### config.mk
export PLATFORM = sky130hd
export DESIGN_NAME = chan_fifo
export DESIGN_NICKNAME = d
export VERILOG_FILES = /design/src/rtl/chan_fifo_ring.sv /design/src/rtl/chan_fifo.sv
export SDC_FILE = /design/constraint.sdc
export NUM_CORES = 1
export LEC_CHECK = 0
export CORE_MARGIN = 2
export CORE_UTILIZATION = 48
export CTS_CLUSTER_SIZE = 20
export DETAILED_ROUTE_END_ITERATION = 16
export PLACE_DENSITY = 0.85
export SLEW_MARGIN = 25
export SYNTH_ARGS = -nofsm -noshare
export SYNTH_HDL_FRONTEND = slang
export SYNTH_SLANG_ARGS = --single-unit
### constraint.sdc
create_clock -name clock -period 2.06 [get_ports clock]
set_input_delay 0.412 -clock clock [delete_from_list [all_inputs] [get_ports clock]]
set_output_delay 0.412 -clock clock [all_outputs]
set_load 0.01 [all_outputs]
### src/rtl/chan_fifo_ring.sv
// Ring storage behind the chan_fifo head register: DEPTH-1 entries with
// explicitly wrapped read/write pointers and an occupancy count.
module chan_fifo_ring #(
    parameter int WIDTH   = 8,
    parameter int ENTRIES = 3
) (
    input  logic             clock,
    input  logic             resetn,
    input  logic             flush,
    input  logic             wen,
    input  logic [WIDTH-1:0] wdata,
    input  logic             ren,
    output logic [WIDTH-1:0] rdata,
    output logic             empty
);

    localparam int PTR_W = (ENTRIES > 1) ? $clog2(ENTRIES) : 1;
    localparam int CNT_W = $clog2(ENTRIES + 1);

    logic [WIDTH-1:0] r_mem [ENTRIES];
    logic [PTR_W-1:0] r_wptr;
    logic [PTR_W-1:0] r_rptr;
    logic [CNT_W-1:0] r_count;

    assign rdata = r_mem[r_rptr];
    assign empty = (r_count == '0);

    always_ff @(posedge clock) begin
        if (wen && !flush) begin
            r_mem[r_wptr] <= wdata;
        end
    end

    // Non-power-of-two depths: wrap by compare, never by masking.
    always_ff @(posedge clock or negedge resetn) begin
        if (!resetn) begin
            r_wptr  <= '0;
            r_rptr  <= '0;
            r_count <= '0;
        end else if (flush) begin
            r_wptr  <= '0;
            r_rptr  <= '0;
            r_count <= '0;
        end else begin
            if (wen) begin
                r_wptr <= (r_wptr == PTR_W'(ENTRIES - 1)) ? '0 : r_wptr + 1'b1;
            end
            if (ren) begin
                r_rptr <= (r_rptr == PTR_W'(ENTRIES - 1)) ? '0 : r_rptr + 1'b1;
            end
            case ({wen, ren})
                2'b10:   r_count <= r_count + CNT_W'(1);
                2'b01:   r_count <= r_count - CNT_W'(1);
                default: r_count <= r_count;
            endcase
        end
    end

endmodule

### src/rtl/chan_fifo.sv
// Valid/ready FIFO channel: registered head word plus ring storage, with
// registered level, ready, valid and almost-full flags and synchronous flush.
module chan_fifo #(
    parameter int WIDTH       = 8,
    parameter int DEPTH       = 4,
    parameter int AFULL       = DEPTH - 1,
    parameter int LEVEL_WIDTH = $clog2(DEPTH + 1)
) (
    input  logic                   clock,
    input  logic                   resetn,
    input  logic                   flush,
    input  logic [WIDTH-1:0]       idata,
    input  logic                   ivalid,
    output logic                   iready,
    output logic [WIDTH-1:0]       odata,
    output logic                   ovalid,
    input  logic                   oready,
    output logic [LEVEL_WIDTH-1:0] level,
    output logic                   afull
);

    logic                   r_iready;
    logic                   r_ovalid;
    logic                   r_afull;
    logic [LEVEL_WIDTH-1:0] r_level;
    logic [WIDTH-1:0]       r_odata;

    logic                   w_itransfer;
    logic                   w_otransfer;
    logic                   w_head_load;
    logic                   w_direct;
    logic                   w_ring_wen;
    logic                   w_ring_ren;
    logic                   w_ring_empty;
    logic [WIDTH-1:0]       w_ring_rdata;
    logic [LEVEL_WIDTH-1:0] w_level_next;

    assign iready = r_iready;
    assign ovalid = r_ovalid;
    assign afull  = r_afull;
    assign level  = r_level;
    assign odata  = r_odata;

    // The head register refills whenever it empties or is consumed; an
    // incoming word bypasses the ring only when the ring has nothing older.
    always_comb begin
        w_itransfer  = ivalid && r_iready;
        w_otransfer  = r_ovalid && oready;
        w_head_load  = w_otransfer || !r_ovalid;
        w_ring_ren   = w_head_load && !w_ring_empty;
        w_direct     = w_head_load && w_ring_empty && w_itransfer;
        w_ring_wen   = w_itransfer && !w_direct;
        w_level_next = r_level - LEVEL_WIDTH'(w_otransfer) + LEVEL_WIDTH'(w_itransfer);
    end

    chan_fifo_ring #(
        .WIDTH   (WIDTH),
        .ENTRIES (DEPTH - 1)
    ) u_ring (
        .clock  (clock),
        .resetn (resetn),
        .flush  (flush),
        .wen    (w_ring_wen),
        .wdata  (idata),
        .ren    (w_ring_ren),
        .rdata  (w_ring_rdata),
        .empty  (w_ring_empty)
    );

    always_ff @(posedge clock or negedge resetn) begin
        if (!resetn) begin
            r_iready <= 1'b1;
            r_ovalid <= 1'b0;
            r_afull  <= 1'b0;
            r_level  <= '0;
        end else if (flush) begin
            r_iready <= 1'b1;
            r_ovalid <= 1'b0;
            r_afull  <= 1'b0;
            r_level  <= '0;
        end else begin
            r_iready <= (w_level_next != LEVEL_WIDTH'(DEPTH));
            r_ovalid <= (w_level_next != '0);
            r_afull  <= (w_level_next >= LEVEL_WIDTH'(AFULL));
            r_level  <= w_level_next;
        end
    end

    always_ff @(posedge clock) begin
        if (!flush && w_head_load) begin
            if (!w_ring_empty) begin
                r_odata <= w_ring_rdata;
            end else if (w_itransfer) begin
                r_odata <= idata;
            end
        end
    end

endmodule

# After elaboration in Yosys (flattened, before gate mapping)
# Memories as Yosys holds them, arrays and structs flattened.
# Cells that the tools add are included.
[word_totals]
regBits = 20
ram_bits = 24
input_bits = 13
output_inout_bits = 14
word_cells = 57
n_memories = 1
[op_classes]
n_addsub = 6
n_lt_le_gt_ge = 1
eq_ne = 6
n_mux = 16
reduce_logical = 19
[mem_list]
columns = ["memory", "depth", "width", "rd", "rd_clocked_by_memory_dff", "write_ports", "line", "text"]
rows = [
  ["u_ring.r_mem", 3, 8, 1, 0, 1, "chan_fifo_ring.sv:20", "logic [WIDTH-1:0] r_mem [ENTRIES];"],
]
[op_table]
columns = ["op", "n"]
rows = [
  ["2-to-1 mux 8 bit", 2],
  ["2-to-1 mux 2 bit", 7],
  ["logical AND 1 bit", 8],
  ["adder 2 x 1 -> 2 bit, second input constant", 3],
  ["equality test 2 bit, second input constant", 3],
  ["nonzero test 3 bit", 2],
  ["2-to-1 mux 1 bit", 5],
  ["logical NOT 1 bit", 4],
  ["case mux 2 bit (2 select lines)", 1],
  ["nonzero test 2 bit", 2],
  ["adder 3 x 1 -> 3 bit", 1],
  ["greater-or-equal comparator 3 x 2 -> 1 bit, second input constant", 1],
  ["2-to-1 mux 3 bit", 1],
  ["!= test 3 bit, second input constant", 1],
  ["subtractor 3 x 1 -> 3 bit", 1],
  ["equality test 2 x 1 -> 1 bit, second input constant", 1],
  ["logical NOT 2 bit", 1],
  ["!= test 2 bit, second input constant", 1],
  ["AND reduction 2 bit", 1],
  ["subtractor 2 x 1 -> 2 bit, second input constant", 1],
  ["logical OR 1 bit", 1],
]

# Depth between registers and ports, before layout
[depth]
word_depth = 9
ltp_mapped = 10
depth_no_buf = 10

# Cells and area by module
# A second synthesis with hierarchy kept.
[hier_totals]
hier_cells = 127
area_unflattened_um2 = 1855.5
[modules_own_cells]
columns = ["mod", "n_inst", "cells_per_inst", "area_per_inst_um2", "seq_area_each_um2"]
rows = [
  ["chan_fifo_ring", 1, 83, 1213.7, 870.8],
  ["chan_fifo", 1, 44, 641.9, 391.6],
]

# Worst setup path after synthesis
# OpenSTA, ideal clock, no wires.
[synth_path]
path_kind = "register -> register"
from = "register r_iready (netlist: iready)"
to = "register r_afull (netlist: afull)"
setup_ns = 0.118
t_arrival_ns = 2.126
required_ns = 1.942
path_slack_ns = -0.184
stages_incl_launch_ff = 11
n_path_buf = 0
period_less_slack_ns = 2.244
cell_sequence = "dfstp_2 > and2_1 > inv_1 > ha_1 > inv_1 > ha_1 > inv_1 > fa_1 > xnor3_1 > nor2_1 > a21o_1"
[synth_via]
elab_chain_cells = 4
[synth_rtl]
columns = ["element", "line", "text"]
rows = [
  ["start, declared", "chan_fifo.sv:22", "logic r_iready;"],
  ["start signal, assigned", "chan_fifo.sv:82", "r_iready <= (w_level_next != LEVEL_WIDTH'(DEPTH));"],
  ["logical AND 1 bit", "chan_fifo.sv:47", "w_itransfer = ivalid && r_iready;"],
  ["adder 3 x 1 -> 3 bit", "chan_fifo.sv:53", "w_level_next = r_level - LEVEL_WIDTH'(w_otransfer) + LEVEL_WIDTH'(w_itransfer);"],
  ["greater-or-equal comparator 3 x 2 -> 1 bit", "chan_fifo.sv:84", "r_afull <= (w_level_next >= LEVEL_WIDTH'(AFULL));"],
  ["2-to-1 mux 1 bit", "chan_fifo.sv:76", "end else if (flush) begin"],
  ["end signal, assigned", "chan_fifo.sv:84", ""],
  ["end, declared", "chan_fifo.sv:24", "logic r_afull;"],
]
# Every way passes these cells.
# A chain may end at the register's enable or synchronous reset.

# Worst setup path in the final report
[layout_path]
from = "input port oready"
to = "register r_afull (netlist: afull)"
[layout_via]
elab_chain_cells = 5
[layout_rtl]
columns = ["element", "line", "text"]
rows = [
  ["start, declared", "chan_fifo.sv:17", "input logic oready,"],
  ["logical AND 1 bit", "chan_fifo.sv:48", "w_otransfer = r_ovalid && oready;"],
  ["subtractor 3 x 1 -> 3 bit", "chan_fifo.sv:53", ""],
  ["adder 3 x 1 -> 3 bit", "chan_fifo.sv:53", ""],
  ["greater-or-equal comparator 3 x 2 -> 1 bit", "chan_fifo.sv:84", ""],
  ["2-to-1 mux 1 bit", "chan_fifo.sv:76", ""],
]
# Every way passes these cells.

==> impl_metrics.ini <==
[power]
p_sw_uw = 759
power.share.switching_pct = 28.1
power_frac_clock_pct = 21.2
p_per_area_mw_per_mm2 = 1090
finalPower_uw = 2700
p_comb_share_pct = 34.7
irDropWorstVdd_uv = 695
p_int_uw = 1940
power_leakage_uw = 0.000918
p_seq_share_pct = 44.1

[cells_and_area]
drive_gt1_share_pct = 26.9
diodes = 0
areaGrowthSynthToFinish_pct = 26.8
nNetsFinal = 186
instances_no_fill = 221

[routing]
vias_per_cell = 5.35
drt_wl_total_um = 3720
drtIter0Drc = 54
drc = 0
drtPass1Iterations = 4
num_vias = 1183
wl_per_cell_um = 16.8
drt.antenna.violating_nets = 0

[logic_synthesis]
syn_inst = 131
ys_seq_area_share_pct = 64.4
synthFlopType = edfxtp_1
syn_nets = 147
synth_compound_area_share_pct = 6.32
yosysWarnings = 0
synthMuxAreaShare_pct = 12.0
ys_types = 36
yosysTopAreaCell = edfxtp_1
synth_common_cells = edfxtp_1, dfrtp_1, o21ai_0
synth_top_area_share_pct = 49.0
synth_area_leaders = edfxtp_1, dfrtp_1, mux2_4, mux2i_1, o21ai_0
syn_area_mm2 = 0.00196
synth-xor-area-share_pct = 1.15
synth_fa_ha_area_share_pct = 2.30
synth_top_family_by_area = multiplexers
synth.most_common_cell = edfxtp_1
syn-mean-instance-area_um2 = 15.0
synth_edf_count = 32
synthSimpleGateAreaFrac_pct = 10.3
synthArstFlopShare_pct = 27.3
ys_ff_latch = 44

[die]
start_util_pct = 49.4
rows = 23
io_pins = 27
die_area_mm2 = 0.00461
die_x_um = 67.9
die_height_um = 67.9
core_area_mm2 = 0.00397

[worst_setup_path]
worstSetupPathType = primary input to flip-flop
path_delay_family = adder cells
r2r-end = afull$_DFF_PN0_
cpPeakStageDelay_ns = 0.48
path_max_fanout = 3
worstPathCellList = clkdlybuf4s50_1 > and2_4 > ha_4 > inv_2 > ha_4 > inv_2 > fa_2 > xnor3_1 > nor2_2 > a21o_1
critical_path_buf_inv_count = 3
r2r_slack_ns = 0.01
r2r_cells = 10
required_ns = 2.25
arrival_ns = 2.25
endpoint_kind = flip-flop
rr_startpoint = iready$_DFF_PN1_
crit_slowest_cell = clkdlybuf4s50_1
startpoint_type = primary input

[sta]
timing.final.crit_share_pct = 100
setup_ws_ns = -0.00146
period_needed_ns = 2.06
rsz0062_at_grt = yes
fmax_ghz = 0.485
finalSetupViolCount = 1
worstMarginPinSlew_ns = 0.582
maxSlewHeadroom_pct = 61.2
hold_viol_final = 0
skew_ns = 0.00526
finalMaxSlewViolations = 0

[clock_network]
clkLatencyLatePin_ns = 0.30
path_clk_slew_ns = 0.07
cts-root-buf = clkbuf_8
cts.sinks = 44
cts_tree = built
htreeDepth = 2
cts_buffers = 5
cts_hold_buf = 0
cts_buffer_depth = 2

[outcome]
violations = setup timing
outcome = complete, but fails checks

[placement]
hpwl_um = 2590
portBuffers = 26
dpl.cell_count = 211
gp_congestion = 0.811

[min_path]
min_path_type = primary input to async pin

[global_route]
grt_pass1_vias = 1252
grt_antenna_before_repair = 0
grt_pass1_wl_um = 6100
grt_max_degree = 20
grt-ovfl-total = 0
grt.total_usage_pct = 18.8

[run]
cap_violations = 0
per-stage QoR:
stage	util (%)	setup slack, ns	TNS, ns	hold slack (ns)	instance area, um^2
2_1_floorplan	-	-0.0730	-0.0906	0.116	1970
3_3_place_gp	58.7	-0.388	-1.47	0.551	2330
3_5_place_dp	58.7	-0.516	-2.07	0.577	2330
4_1_cts	62.2	-0.0198	-0.0198	0.481	2470
5_1_grt	62.6	-0.0664	-0.109	0.515	2490
6_report	62.6	-0.00146	-0.00146	0.470	2490
timing repair:
| item | 4_1_cts | 5_1_grt |
|---|---|---|
| endpoints found under the setup margin | 4 | 3 |
| setup buffers | 1 | 1 |
| gates resized for setup | 9 | 2 |
| pin swaps | 3 | 2 |
per-layer routing:
layer  up-vias  wire length, um  GRT usage, %
met5         -                0             0
met4         0               72          6.50
met3         6              208          6.25
met2        38             1860          33.0
met1       578             1580          21.5
li1        561                -             -
sequential cells by signal, summed over array words and instances, names as in the netlist:
signal	flops
u_ring.r_mem	24
odata	8
level	3
u_ring.r_count	2
u_ring.r_rptr	2
u_ring.r_wptr	2
afull	1
iready	1
ovalid	1
power groups by stage:
| stage | combinational (uW) | clock (uW) | sequential [uW] |
|---|---|---|---|
| finish | 938 | 573 | 1190 |
| global route | 1020 | 633 | 1210 |
| CTS | 893 | 586 | 1190 |
| detailed placement | 825 | 0 | 1210 |
| global placement | 777 | 0 | 1190 |
| floorplan | 495 | 0 | 1200 |
layout make-up:
cell class              instances  area [um^2]
well taps                      50         62.6
repair buffers                 39          369
clock buffers                   8          100
fillers                       298         1490
multi-input cells              77          678
flip-flops and latches         44         1260
inverters                       3         13.8
logic make-up after synthesis:
| kind of cell | Yosys count |
|---|---|
| adder cells (fa/ha/maj) | 3 |
| buffers and inverters | 10 |
| XOR/XNOR | 1 |
| flip-flops | 44 |
| multiplexers | 19 |
| AO/OA/AOI/OAI | 20 |
| AND/OR/NAND/NOR | 34 |
layout by cell type, fill, tap and decap left out, types with 2 or more instances in the layout:
cell type        netlist  layout
nor2_1                 5       4
clkdlybuf4s50_1        0      25
mux2i_1               10      10
buf_4                  2      12
nand2_1                9       9
a211oi_1               2       2
clkbuf_8               0       7
inv_2                  0       2
mux2_4                 9       9
and2_4                 0       2
nand4b_1               2       2
edfxtp_1              32      32
dfrtp_1               11      11
a21oi_1                4       4
o21ai_0               11      11
nor2b_1                4       3
ha_4                   0       2
how the worst max path moves through the flow:
stage | from | end | slack (ns) | depth (start not counted)
after floorplan | iready$_DFF_PN1_ | afull$_DFF_PN0_ | -0.07 | 10
after global placement | ivalid | afull$_DFF_PN0_ | -0.39 | 11
after detailed placement | ivalid | afull$_DFF_PN0_ | -0.52 | 11
after CTS | iready$_DFF_PN1_ | afull$_DFF_PN0_ | -0.02 | 10
after global routing | iready$_DFF_PN1_ | afull$_DFF_PN0_ | -0.07 | 10
final | oready | afull$_DFF_PN0_ | -0.001 | 10
Note: power is estimated with default switching activity, not from simulation.
